**config.mk**
```make
export PLATFORM = sky130hd
export DESIGN_NAME = ls_mem_sequencer
export DESIGN_NICKNAME = d
export VERILOG_FILES = /design/src/rtl/ls_mem_sequencer.sv
export SDC_FILE = /design/constraint.sdc
export NUM_CORES = 1
export LEC_CHECK = 0
export BUFFER_PORTS_ARGS = -buffer_cell sky130_fd_sc_hd__buf_2
export CAP_MARGIN = 10
export CORE_MARGIN = 2
export CORE_UTILIZATION = 25
export CTS_CLUSTER_DIAMETER = 120
export CTS_CLUSTER_SIZE = 20
export DETAILED_ROUTE_END_ITERATION = 10
export GPL_TIMING_DRIVEN = 0
export HOLD_SLACK_MARGIN = 0.12
export PLACE_DENSITY_LB_ADDON = 0.25
export SLEW_MARGIN = 20
export SYNTH_ARGS = -nofsm -noshare
export SYNTH_HDL_FRONTEND = slang
export SYNTH_SLANG_ARGS = --single-unit
```
**constraint.sdc**
```tcl
create_clock -name clk -period 1.7 [get_ports clk]
set_input_delay 0.17 -clock clk [delete_from_list [all_inputs] [get_ports clk]]
set_output_delay 0.17 -clock clk [all_outputs]
set_load 0.03 [all_outputs]
```
**src/rtl/ls_mem_sequencer.sv**
```systemverilog
// ls_mem_sequencer: multicycle load/store sequencer with alignment trap
module ls_mem_sequencer #(
    parameter int MEM_WAIT = 2
) (
    input  logic       clk,
    input  logic       reset,
    input  logic       start,
    input  logic [2:0] op,
    input  logic [1:0] addr_lsb,
    output logic [2:0] iord_sel,
    output logic       mem_wr,
    output logic       mdr_wr,
    output logic       reg_wr,
    output logic [2:0] mem_to_reg_sel,
    output logic [1:0] ls_ctrl,
    output logic [1:0] ss_ctrl,
    output logic       busy,
    output logic       done,
    output logic       misaligned
);
    typedef enum logic [2:0] {IDLE, ADDR, RDWAIT, MDR, WB, WRITE, EXC, DONE} state_t;
    state_t     state;
    logic [2:0] op_q;
    logic [1:0] cnt;
    logic       bad;
    logic [1:0] sz;
    if (MEM_WAIT < 1 || MEM_WAIT > 3) begin : g_bad_wait
        $error("MEM_WAIT must be 1..3");
    end
    // illegal codes and word/half accesses off their natural boundary trap immediately
    assign bad = op > 3'd5
               || ((op == 3'd0 || op == 3'd3) && addr_lsb != 2'b00)
               || ((op == 3'd1 || op == 3'd4) && addr_lsb[0]);
    assign sz = (op_q == 3'd0 || op_q == 3'd3) ? 2'b01
              : (op_q == 3'd1 || op_q == 3'd4) ? 2'b10 : 2'b11;
    // sequence state, captured op and read-latency counter
    always_ff @(posedge clk or posedge reset) begin
        if (reset) begin
            state <= IDLE;
            op_q  <= 3'd0;
            cnt   <= 2'd0;
        end else begin
            case (state)
                IDLE: if (start) begin
                    op_q  <= op;
                    state <= bad ? EXC : ADDR;
                end
                ADDR: if (op_q == 3'd3) state <= WRITE;
                      else begin
                          cnt   <= 2'(MEM_WAIT - 1);
                          state <= RDWAIT;
                      end
                RDWAIT: if (cnt == 2'd0) state <= MDR;
                        else cnt <= cnt - 2'd1;
                MDR:    state <= (op_q < 3'd3) ? WB : WRITE;
                WB, WRITE, EXC: state <= DONE;
                default: state <= IDLE;
            endcase
        end
    end
    assign busy           = state != IDLE;
    assign iord_sel       = (state == ADDR || state == RDWAIT || state == MDR || state == WRITE) ? 3'b001
                          : (state == EXC) ? 3'b010 : 3'b000;
    assign mem_wr         = state == WRITE;
    assign mdr_wr         = state == MDR;
    assign reg_wr         = state == WB;
    assign mem_to_reg_sel = (state == WB) ? 3'b001 : 3'b000;
    assign ls_ctrl        = (state == WB) ? sz : 2'b00;
    assign ss_ctrl        = (state == WRITE) ? sz : 2'b00;
    assign done           = state == DONE;
    assign misaligned     = state == EXC;
endmodule

```
==> flow_summary.ini <==
[critical_path]
critPathRequiredTime_ns = 1.53
cp_max_fo = 10
startpoint_type = register
endpoint_kind = primary output
path_class = register to primary output
worst_path_largest_cell_delay_ns = 0.41
crit_family = buffers and inverters
cp.arrival_ns = 1.46
cp.buffers_inverters = 4
crit_chain = buf_2 -> nor2_2 -> nand2_1 -> inv_1 -> buf_4 -> clkbuf_4
cpMaxStageDelayCell = dfrtp_1

[placed_design]
place_congestion = 0.709
hpwl_mm = 1.07
portBuffers = 20
post_dp_cell_area_um2 = 763

[floorplan]
io_pins = 24
die_h_um = 53.7
core.rowCount = 18
core_area_um2 = 2410
start_util_pct = 25.6
dieArea_um2 = 2890
dieWidth_um = 53.7

[clock_tree]
cts_max_path_buffers = 2
cts-root-buf = clkbuf_4
post_cts_buffers = 0
cts_tree = done
path_clk_slew_ns = 0.05
worstSkewPairLatency_ns = 0.25
cts_sinks = 8
cts_made_buffers = 3
cts_max_level = 1

[sta]
fin_tns_setup_ns = 0
rsz0062_at_grt = false
hold_viol = 0
period_needed_ns = 1.63
drv_slew = 0
max_freq_mhz = 614
setup_viol = 0
clock_skew_ns = 0.00102
fin_crit_sh_pct = 95.8

[synth]
synth.yosys.warnings = 0
postSynthAreaPerCell_um2 = 7.73
netlist_instances = 80
synth_area_um2 = 618
synth_top_cell_by_area = dfrtp_1
synthMostInstantiatedCell = nor2_1
async_flop_share_pct = 100
synth_flop_cell = dfrtp_1
synth_cell_type_count = 27
synth_common_cells = nor2_1, inv_1, dfrtp_1, a21oi_1, nand2_1
synth-seq-area-share_pct = 32.4
yosysTopAreaCellShare_pct = 32.4
synth_edf_count = 0
ys_seq_elements = 8
ys_top_cells_by_area = dfrtp_1, buf_4, nor2_1, a21oi_1, inv_1

[job]
cap_violations = 0

[layout]
multiInputGateArea_um2 = 345
areaGrowthSynthToFinish_pct = 30.4
final_nets = 117
seqCellArea_um2 = 201
nFillCells = 262
fin_area_um2 = 806
antenna_cells = 0
drive_gt1_share_pct = 40.6

[power]
ir_worst_vdd_mv = 0.839
p_per_area_nw_per_um2 = 2040
leakagePower_nw = 0.413

[drt]
drt_wl_total_mm = 1.33
drt-vias-per-instance = 4.44
first_iter_violations = 11
dr.pass1.iters = 4
vias = 604
routedWlPerCell_um = 9.75
drt.antenna.violating_nets = 0
drcViolationCount = 0

[grt]
grtUsageTotal_pct = 9.63
grt_pass1_vias = 494
grt_pass1_wl_mm = 1.98
antenna_found_initial = 0
grt_max_degree = 11
grt.overflow.total = 0

[status]
status = completed

[worst_hold_path]
hp-class = input port to register
==> state kept, by name (all words and copies together), names as in the netlist <==
name and flops:
cnt 2, op_q 3, state 3
==> logic make-up after synthesis <==
group	count (synthesis)	synth area share (%)
flip-flops	8	32.4
other	1	0.607
AND/OR/NAND/NOR	29	21.9
multiplexers	2	4.86
adder cells (fa/ha/maj)	2	3.85
XOR/XNOR	1	1.42
buffers and inverters	17	14.0
AO/OA/AOI/OAI	20	21.1
==> where the power goes <==
| group | internal [W] | switching [W] |
|---|---|---|
| registers | 0.000287 | 0.0000849 |
| logic | 0.000411 | 0.000724 |
| clock network | 0.0000802 | 0.0000558 |
| total | 0.000778 | 0.000865 |
==> stage by stage <==
stage               util (%)  power [W]  hold slack, ns  std cells  setup slack (ns)
detailed placement      31.7    0.00148           0.122        132             0.333
finish                  33.4    0.00164           0.202        136            0.0709
global placement        31.7    0.00146           0.117        132             0.360
global route            33.4    0.00178           0.205        136         0.0000192
CTS                     33.0    0.00162           0.194        136            0.0668
floorplan                  -    0.00123         -0.0143         82             0.169
==> area by class of cell <==
class,instances,area share [%]
inverters,9,4.19
flip-flops and latches,8,25.0
plain buffers,8,6.52
clock buffers,3,2.80
repair buffers,21,14.0
multi-input cells,57,42.9
well taps,30,4.66
==> worst reg2reg max path: stages (launching register included) <==
cell and delay (ns):
dfrtp_2 0.44, nor3_2 0.25, nand2_2 0.14, mux2_4 0.31
==> path summary, 6_finish.rpt <==
kind,start,end,slack [ns],cells after the start
min,op[1],op_q[1]$_DFFE_PP0P_,0.20,2
min in group asynchronous,reset,op_q[1]$_DFFE_PP0P_,0.40,3
max reg2reg,state[0]$_DFFE_PP0P_,op_q[1]$_DFFE_PP0P_,0.46,3
min reg2reg,cnt[1]$_DFFE_PP0P_,cnt[1]$_DFFE_PP0P_,0.53,2
max,state[1]$_DFFE_PP0P_,mem_to_reg_sel[0],0.07,6
max in group asynchronous,reset,state[0]$_DFFE_PP0P_,1.06,3
==> per-layer routing <==
metal  vias up  global-route usage [%]  part of all wire, %
met5         -                       0                    0
met4         0                    7.69                    0
met3         0                   0.833                  6.9
met2        23                    14.8                   43
met1       261                    12.2                   50
li1        320                       -                    -
==> what timing repair did <==
action                                 in CTS  in global routing
setup endpoints to repair                   0                  2
gates resized for setup                     0                  4
endpoints found under the hold margin       8                  0
hold buffers                                1                  0
==> cells in the final DEF, fill, tap and decap left out, types with 4 or more instances in the layout <==
cell      synthesis  layout
nor2_1           10       9
buf_4             5       5
clkbuf_4          0       4
nor3_1            6       6
a21oi_1           7       6
nand2_1           7       7
buf_2             3      22
inv_1             9       9
dfrtp_1           8       7
No activity file was read; power rests on OpenSTA's default activity.
